File: src/rtl/aes_pkg.sv
// Shared definitions for the AES-128 key expansion slice.
//   NR      : index of the final AES-128 round key
//   RCON    : round constants used by key expansion, indexed by round 0..NR-1
//   key_sched_state_t : key schedule controller state
//   gf_mul  : GF(2^8) multiply modulo x^8+x^4+x^3+x+1, used by the S-box
package aes_pkg;

  localparam int NR = 10;

  localparam logic [7:0] RCON [NR] = '{
    8'h01, 8'h02, 8'h04, 8'h08, 8'h10,
    8'h20, 8'h40, 8'h80, 8'h1b, 8'h36
  };

  typedef enum logic {
    IDLE   = 1'b0,
    EXPAND = 1'b1
  } key_sched_state_t;

  // Shift-and-add multiply; each step doubles the multiplicand (xtime).
  function automatic logic [7:0] gf_mul(input logic [7:0] a, input logic [7:0] b);
    logic [7:0] p;
    logic [7:0] m;
    p = 8'h00;
    m = a;
    for (int i = 0; i < 8; i++) begin
      if (b[i]) p = p ^ m;
      m = {m[6:0], 1'b0} ^ (m[7] ? 8'h1b : 8'h00);
    end
    return p;
  endfunction

endpackage

File: src/rtl/aes_sbox.sv
// AES forward S-box, purely combinational.
//   x : input byte
//   s : substituted byte
// The multiplicative inverse is x^254 in GF(2^8) (0 maps to 0 naturally),
// formed as the product of the seven squares x^2..x^128, followed by the
// standard affine transform with constant 0x63.
module aes_sbox
  import aes_pkg::*;
(
  input  logic [7:0] x,
  output logic [7:0] s
);

  logic [7:0] p2, p4, p8, p16, p32, p64, p128;
  logic [7:0] inv;

  assign p2   = gf_mul(x,   x);
  assign p4   = gf_mul(p2,  p2);
  assign p8   = gf_mul(p4,  p4);
  assign p16  = gf_mul(p8,  p8);
  assign p32  = gf_mul(p16, p16);
  assign p64  = gf_mul(p32, p32);
  assign p128 = gf_mul(p64, p64);

  // 2+4+8+16+32+64+128 = 254
  assign inv = gf_mul(gf_mul(gf_mul(p2, p4), gf_mul(p8, p16)),
                      gf_mul(gf_mul(p32, p64), p128));

  // Affine map: inv xor its left rotations by 1..4, xor 0x63.
  assign s = inv
           ^ {inv[6:0], inv[7]}
           ^ {inv[5:0], inv[7:6]}
           ^ {inv[4:0], inv[7:5]}
           ^ {inv[3:0], inv[7:4]}
           ^ 8'h63;

endmodule

File: src/rtl/aes_sub_word.sv
// SubWord: applies the AES S-box to each byte of a 32-bit word.
//   word : input word
//   sub  : word with every byte substituted
// Four S-box instances, purely combinational, no state.
module aes_sub_word (
  input  logic [31:0] word,
  output logic [31:0] sub
);

  for (genvar g = 0; g < 4; g++) begin : g_sbox
    aes_sbox u_sbox (
      .x (word[8*g +: 8]),
      .s (sub[8*g +: 8])
    );
  end

endmodule

File: src/rtl/aes_key_schedule.sv
// Sequential AES-128 key expansion engine.
// Accepts one cipher key, then presents round keys 0..NR one per handshake.
//   clk       : rising-edge clock
//   rst_n     : synchronous active-low reset
//   key_valid : key_in is valid
//   key_ready : idle, can accept a key
//   key_in    : cipher key, word0 = [127:96]
//   rk_valid  : rk_out holds a valid round key
//   rk_ready  : downstream accepts rk_out
//   rk_out    : current round key, same word order as key_in
//   rk_index  : round number of rk_out
//   busy      : high while expanding
// The next round key is computed combinationally from rk_out in one cycle;
// a single SubWord block is shared by every round.
module aes_key_schedule
  import aes_pkg::*;
#(
  // Only 10 (AES-128) is meaningful; the round constant table is sized for it.
  parameter int NR = 10
) (
  input  logic         clk,
  input  logic         rst_n,
  input  logic         key_valid,
  output logic         key_ready,
  input  logic [127:0] key_in,
  output logic         rk_valid,
  input  logic         rk_ready,
  output logic [127:0] rk_out,
  output logic [3:0]   rk_index,
  output logic         busy
);

  key_sched_state_t state;

  logic [31:0]  w0, w1, w2, w3;
  logic [31:0]  rot, sw, t;
  logic [31:0]  n0, n1, n2, n3;
  logic [127:0] next_key;
  logic [7:0]   rcon;
  logic         last;

  assign {w0, w1, w2, w3} = rk_out;

  // RotWord: rotate left by one byte.
  assign rot = {w3[23:0], w3[31:24]};

  aes_sub_word u_sub_word (
    .word (rot),
    .sub  (sw)
  );

  // Round constant for the current index; zero outside the table range,
  // which only happens at the last key where next_key is never used.
  always_comb begin
    rcon = 8'h00;
    for (int i = 0; i < $size(RCON); i++) begin
      if (rk_index == 4'(i)) rcon = RCON[i];
    end
  end

  assign t  = sw ^ {rcon, 24'h000000};
  assign n0 = w0 ^ t;
  assign n1 = w1 ^ n0;
  assign n2 = w2 ^ n1;
  assign n3 = w3 ^ n2;
  assign next_key = {n0, n1, n2, n3};

  assign last = (rk_index == 4'(NR));
  assign busy = (state == EXPAND);

  always_ff @(posedge clk) begin
    if (!rst_n) begin
      state     <= IDLE;
      key_ready <= 1'b1;
      rk_valid  <= 1'b0;
      rk_out    <= '0;
      rk_index  <= '0;
    end else begin
      case (state)
        IDLE: begin
          if (key_valid && key_ready) begin
            rk_out    <= key_in;
            rk_index  <= '0;
            rk_valid  <= 1'b1;
            key_ready <= 1'b0;
            state     <= EXPAND;
          end
        end
        EXPAND: begin
          if (rk_valid && rk_ready) begin
            if (!last) begin
              rk_out   <= next_key;
              rk_index <= rk_index + 4'd1;
            end else begin
              // Final key consumed: rk_out/rk_index keep their last values.
              rk_valid  <= 1'b0;
              key_ready <= 1'b1;
              state     <= IDLE;
            end
          end
        end
        default: begin
          state     <= IDLE;
          key_ready <= 1'b1;
          rk_valid  <= 1'b0;
        end
      endcase
    end
  end

endmodule

File: config.mk
export PLATFORM = sky130hd
export DESIGN_NAME = aes_key_schedule
export DESIGN_NICKNAME = d
export VERILOG_FILES = /design/src/rtl/aes_pkg.sv /design/src/rtl/aes_sbox.sv /design/src/rtl/aes_sub_word.sv /design/src/rtl/aes_key_schedule.sv
export SDC_FILE = /design/constraint.sdc
export NUM_CORES = 2
export LEC_CHECK = 0
export CORE_UTILIZATION = 30
export CTS_CLUSTER_SIZE = 14
export DETAILED_ROUTE_END_ITERATION = 16
export DONT_BUFFER_PORTS = 1
export PLACE_DENSITY = 0.47
export SLEW_MARGIN = 5
export SYNTH_ARGS = -nofsm -noshare
export SYNTH_HDL_FRONTEND = slang
export SYNTH_SLANG_ARGS = --single-unit
File: constraint.sdc
create_clock -name clk -period 43.3 [get_ports clk]
set_input_delay 6.495 -clock clk [delete_from_list [all_inputs] [get_ports clk]]
set_output_delay 6.495 -clock clk [all_outputs]
set_load 0.02 [all_outputs]
==> Word-level counts from Yosys, hierarchy flattened <==
Cells that the tools add are included.
{ "op_classes": {"addsub": 1, "n_eq_ne": 14, "bitwise_logic": 670, "n_reduce_logical": 5, "n_mux": 726} }
{ "op_table": {"columns": ["operator", "n"], "rows": [
  ["2-to-1 mux 8 bit", 424],
  ["bitwise XOR 8 bit", 381],
  ["bitwise XOR 8 x 5 -> 8 bit", 279],
  ["2-to-1 mux 5 bit", 280],
  ["2-to-1 mux 128 bit", 3],
  ["case mux 128 bit (2 select lines)", 1],
  ["bitwise XOR 32 bit", 5],
  ["== test 4 x 3 -> 1 bit, second input constant", 4],
  ["inverter 4 bit", 4],
  ["== test 4 bit, second input constant", 3],
  ["2-to-1 mux 4 bit", 3],
  ["2-to-1 mux 1 bit", 10],
  ["== test 4 x 2 -> 1 bit, second input constant", 2],
  ["case mux 4 bit (2 select lines)", 1],
  ["case mux 1 bit (2 select lines)", 3],
  ["AND reduction 3 bit", 2],
  ["adder 4 x 1 -> 4 bit, second input constant", 1],
  ["== test 4 x 1 -> 1 bit, second input constant", 1],
  ["logical NOT 4 bit", 1],
  ["inequality test 2 x 1 -> 1 bit, second input constant", 2],
  ["inequality test 2 bit, second input constant", 2],
  ["logical AND 1 bit", 2],
  ["2-to-1 mux 2 bit", 1],
  ["inverter 1 bit", 1]
]} }
{ "word_totals": {"out_inout_bits": 135, "reg_bits": 135} }

==> Longest topological paths before layout <==
{ "logic_depth": {"depth_word": 155, "depth_mapped": 77, "ltp_nobuf": 61} }

==> Hierarchy <==
Synthesis repeated with hierarchy kept, for this count alone.
{ "hier_totals": {"cells_unflattened": 8906, "hier_area_um2": 67334.6} }
{ "by_module_without_submodules": {"columns": ["module", "area_each_um2", "n_inst", "seq_area_each_um2", "cells_per_inst"], "rows": [
  ["aes_sbox", 14945.6, 4, 0.0, 2004],
  ["aes_key_schedule", 7552.2, 1, 2702.6, 890]
]} }

==> Worst setup path before layout <==
No wires, ideal clock.
{ "synth_timing": {"kind": "reg2reg", "from": "register rk_out[0]", "to": "register rk_out[78]", "path_slack_ns": 26.394, "path_stages_with_launch": 75, "path_buffers": 15, "synth_period_minus_slack_ns": 16.906, "arrival_ns": 16.779, "setup_ns": 0.128, "cell_sequence": "dfxtp_1 > ha_1 > buf_2 > nand2_1 > xor2_1 > buf_4 > inv_2 > buf_6 > ha_1 > buf_1 > nand2_1 > xor2_2 > xnor2_1 > inv_2 > buf_4 > clkbuf_1 > ha_1 > buf_6 > [... 39 more ...] > a32oi_1 > xnor3_1 > xor2_1 > buf_2 > a21oi_1 > o31ai_1 > nand3_1 > xnor2_1 > xor2_1 > or4_1 > o311ai_1 > xnor3_1 > xnor2_1 > xor2_1 > xnor2_1 > mux2_1 > a222oi_1 > nor2_1"} }
{ "synth_via": {"elab_chain_len": 150, "word_cells_on_any_way": 339, "cone_classes": "170 x mux; 169 x bitwise"} }
{ "synth_rtl": {"columns": ["item", "line", "source"], "rows": [
  ["start: declaration", "aes_key_schedule.sv:28", "output logic [127:0] rk_out,"],
  ["start signal: assignment", "aes_key_schedule.sv:82", "rk_out <= key_in;"],
  ["start signal: assignment", "aes_key_schedule.sv:92", "rk_out <= next_key;"],
  ["2-to-1 mux 8 bit", "aes_pkg.sv:27", "if (b[i]) p = p ^ m;"],
  ["bitwise XOR 8 bit", "aes_pkg.sv:27", null],
  ["2-to-1 mux 8 bit", "aes_pkg.sv:27", null],
  ["bitwise XOR 8 bit", "aes_pkg.sv:27", null],
  ["2-to-1 mux 8 bit", "aes_pkg.sv:27", null],
  ["bitwise XOR 8 bit", "aes_pkg.sv:27", null],
  ["2-to-1 mux 8 bit", "aes_pkg.sv:27", null],
  ["bitwise XOR 8 bit", "aes_pkg.sv:27", null],
  ["[... 134 more ...]", null, null],
  ["bitwise XOR 8 bit (*)", "aes_sbox.sv:34", "^ {inv[3:0], inv[7:4]}"],
  ["inverter 4 bit (no line) (*)", null, null],
  ["bitwise XOR 32 bit (*)", "aes_key_schedule.sv:61", "assign t = sw ^ {rcon, 24'h000000};"],
  ["bitwise XOR 32 bit (*)", "aes_key_schedule.sv:62", "assign n0 = w0 ^ t;"],
  ["bitwise XOR 32 bit (*)", "aes_key_schedule.sv:63", "assign n1 = w1 ^ n0;"],
  ["2-to-1 mux 128 bit (*)", "aes_key_schedule.sv:91", "if (!last) begin"],
  ["2-to-1 mux 128 bit (*)", "aes_key_schedule.sv:90", "if (rk_valid && rk_ready) begin"],
  ["case mux 128 bit (2 select lines) (*)", "aes_key_schedule.sv:79", "case (state)"]
]} }
Mark *: on every way between the ends. The rest lies on a longest branch, timed or not. The select of a mux whose other input is x is not followed.
A chain may end at the register's enable or synchronous reset.

==> Worst setup path after layout <==
{ "layout_timing": {"from": "register rk_out[7]", "to": "register rk_out[11]"} }
{ "layout_via": {"elab_chain_len": 151, "word_cells_on_any_way": 343, "cone_classes": "173 x mux; 170 x bitwise"} }
{ "layout_rtl": {"columns": ["item", "line", "source"], "rows": [
  ["2-to-1 mux 5 bit or 2-to-1 mux 8 bit (tied branches)", "aes_pkg.sv:28, aes_pkg.sv:27", null],
  ["bitwise XOR 8 x 5 -> 8 bit or bitwise XOR 8 bit (tied branches)", "aes_pkg.sv:28, aes_pkg.sv:27", null],
  ["bitwise XOR 8 bit or 2-to-1 mux 8 bit (tied branches)", "aes_pkg.sv:27", null],
  ["2-to-1 mux 8 bit or bitwise XOR 8 bit (tied branches)", "aes_pkg.sv:27", null],
  ["bitwise XOR 8 bit or 2-to-1 mux 8 bit (tied branches)", "aes_pkg.sv:27", null],
  ["2-to-1 mux 8 bit or bitwise XOR 8 bit (tied branches)", "aes_pkg.sv:27", null],
  ["bitwise XOR 8 bit or 2-to-1 mux 8 bit (tied branches)", "aes_pkg.sv:27", null],
  ["2-to-1 mux 8 bit or bitwise XOR 8 bit (tied branches)", "aes_pkg.sv:27", null],
  ["[... 135 more ...]", null, null],
  ["bitwise XOR 32 bit (*)", "aes_key_schedule.sv:61", null],
  ["bitwise XOR 32 bit (*)", "aes_key_schedule.sv:62", null],
  ["bitwise XOR 32 bit (*)", "aes_key_schedule.sv:63", null],
  ["bitwise XOR 32 bit (*)", "aes_key_schedule.sv:64", "assign n2 = w2 ^ n1;"],
  ["bitwise XOR 32 bit (*)", "aes_key_schedule.sv:65", "assign n3 = w3 ^ n2;"],
  ["2-to-1 mux 128 bit (*)", "aes_key_schedule.sv:91", null],
  ["2-to-1 mux 128 bit (*)", "aes_key_schedule.sv:90", null],
  ["case mux 128 bit (2 select lines) (*)", "aes_key_schedule.sv:79", null]
]} }
Marks and branches as above.

==> flow_summary_export.csv <==
group,metric,value,unit
clock_network,root_buffer,"clkbuf_16",
die,dieArea,0.215,mm²
clock_network,cts_num_sinks,135,
final_layout,syn2layout_area_growth,6.25,%
sta,post-route-period-util,50.1,%
worst_setup_path,critPathKind,"flop to flop",
clock_network,clock_path_buffers,2,
clock_network,cts_tree,"yes",
sta,tightest_slew,1.21,ns
final_layout,nNetsFinal,8847,
worst_setup_path,crit_required,43.70,ns
final_layout,mostFrequentLayoutCells,"xnor2_1 (1,707), nor2_1 (1,254), nand2_1 (888)",
place,gp_congestion,0.908,
logic_synthesis,syn_inst,8964,
worst_setup_path,start_kind,"flop",
sta,max_slew_margin,19.2,%
grt,grt_pass1_vias,59500,
place,placed_cell_area,0.0674,mm²
logic_synthesis,synth_ff_type,"dfxtp_1",
sta,max_clock_freq,46.1,MHz
final_layout,fillers,22800,
worst_setup_path,cpPeakStageDelay,1.13,ns
final_layout,drive_gt1_share,8.31,%
place,hpwl,180000,µm
job,maxCapViolCount,0,
drt,dr_total_vias,63700,
clock_network,hold_buffers,0,
clock_network,path_clk_slew,0.08,ns
drt,drtIter0Drc,5779,
clock_network,ctsResizeCount,0,
drt,avgRoutedWirePerCell,20.8,µm
clock_network,clock_latency,0.57,ns
grt,antenna_found_initial,25,
drt,vias_per_cell,5.51,
drt,drt_first_pass_iters,7,
logic_synthesis,synth_edf_count,0,
sta,fin_tns_setup,0,ns
place,portBuffers,0,
logic_synthesis,synthArstFlopShare,0,%
sta,skew,0.0443,ns
die,ios,267,
logic_synthesis,synth_seq_area_share,4.22,%
final_layout,final_area,0.0681,mm²
outcome,status,"finished, final reports clean",
logic_synthesis,yosys_warnings,0,
worst_setup_path,end_kind,"flop",
grt,overflow,0,
grt,grt_pass1_wl,368000,µm
clock_network,cts_setup_buffers,0,
logic_synthesis,syn_avg_cell_area,7.15,µm²
sta,hold_viol,0,
clock_network,h-tree-depth,4,
worst_setup_path,path_max_fanout,30,
worst_hold_path,worstHoldPathType,"flop to flop",
grt,grt_max_degree,131,
worst_setup_path,crit_arrival,22.07,ns
grt,grtUsageTotal,21.4,%
die,die_y,464,µm
drt,drc,0,
logic_synthesis,ys_ff_latch,135,
sta,drv_slew,0,
logic_synthesis,synthTopCellsByArea,"xnor2_1 (24%), xnor3_1 (8.2%), nor2_1 (7.4%), xor2_1 (5.8%), nand2_1 (5.2%)",
clock_network,cts_buffers,17,
logic_synthesis,netlist.area_leader.share,23.7,%
die,start_util,30.2,%
final_layout,final_common_cell,"xnor2_1",
logic_synthesis,synth_top_area_cell,"xnor2_1",
sta,grt_setup_unrepaired,"false",
die,core,0.212,mm²
logic_synthesis,synth_nets,9128,
die,fp.dieW,464,µm
die,rows,169,
worst_setup_path,slowest_stage,"dfxtp_1",
drt,drt-total-wl,241000,µm
drt,drtAntennaViolNets,0,
sta,period_needed,21.68,ns
logic_synthesis,syn_area,0.0641,mm²
logic_synthesis,synth_cell_types,144,
sta,setup_viol,0,
## sequential cells by signal, summed over array words and instances (netlist names)
name       cells
rk_valid       1
rk_index       4
rk_out       128
key_ready      1
busy           1
## worst max-delay path: cells and delay by family, from the launching register on
kind / cells / cell delay, ns
AOI/OAI and AO/OA: 13 / 3.19
and+or+nand+nor: 11 / 2.08
DFF: 1 / 1.13
buffers and inverters: 8 / 2.30
xor gates and xnor gates: 24 / 10.00
adders and majority gates: 5 / 2.81
## worst paths after layout
path	startpoint	end	slack [ns]	depth (start not counted)
setup / recovery	rk_out[7]	rk_out[11]	21.62	61
hold / removal	rk_out[28]	rk_out[28]	0.57	2
setup reg to reg	rk_out[7]	rk_out[11]	21.62	61
hold reg to reg	rk_out[28]	rk_out[28]	0.57	2
## cell usage after synthesis, drive strengths merged (17+ instances only)
master / instances
nor4: 47
a222oi: 24
o32ai: 21
inv: 121
nand3: 240
a21boi: 18
o211a: 20
xor2: 459
nand2b: 66
o211ai: 101
or2: 39
buf: 224
a2111oi: 23
o22ai: 107
xnor3: 246
and3: 72
o311ai: 23
mux2: 78
clkbuf: 368
xor3: 28
and2: 62
a31oi: 102
ha: 32
a32oi: 28
dfxtp: 135
a211o: 32
nor3b: 17
o21a: 25
nor2b: 67
xnor2: 1834
a221oi: 50
a21oi: 576
mux2i: 144
a211oi: 104
o221ai: 29
o31ai: 35
or3: 71
nand4: 43
nor3: 309
a21o: 32
a22oi: 55
nand2: 894
nor2: 1268
o21ai: 450
## logic make-up after synthesis
family,share of synthesized area (%)
buffers and inverters,4.96
muxes,3.66
AOI/OAI and AO/OA,20.8
DFF,4.22
and+or+nand+nor,22.8
xor gates and xnor gates,42.9
adders and majority gates,0.687
## cell type report
class	count	area, µm²	share of cell area (%)
Antenna cell	31	77.6	0.114
Clock buffer	18	429	0.630
Inverter	131	502	0.737
Tap cell	2821	3530	5.19
Multi-Input combinational cell	8104	58500	85.9
Sequential cell	135	2710	3.98
Clock inverter	14	135	0.199
Timing Repair Buffer	294	2220	3.26
## layer usage
layer / vias up / wire (µm) / track usage, % / part of all wire, %
met3: 275 / 13300 / 2.79 / 5.5
met5: - / 80 / 0 / 0.033
met1: 30800 / 106000 / 28.1 / 44
met2: 1879 / 113000 / 35.5 / 47
met4: 12 / 8280 / 7.91 / 3.4
li1: 30700 / - / - / -
## through the flow
stage          hold slack [ns]  worst slack (ns)  utilization, %  cells
6_report                 0.574             21.62            32.1  11500
3_5_place_dp             0.563             21.97            31.8  11500
4_1_cts                  0.577             21.89            32.1  11500
2_1_floorplan            0.538             26.39               -   8964
5_1_grt                  0.602             20.18            32.1  11500
3_3_place_gp             0.540             22.33            31.8  11500
Power is not shown: default switching activity piles up to over one toggle a cycle in this logic, so the estimate is an artifact.
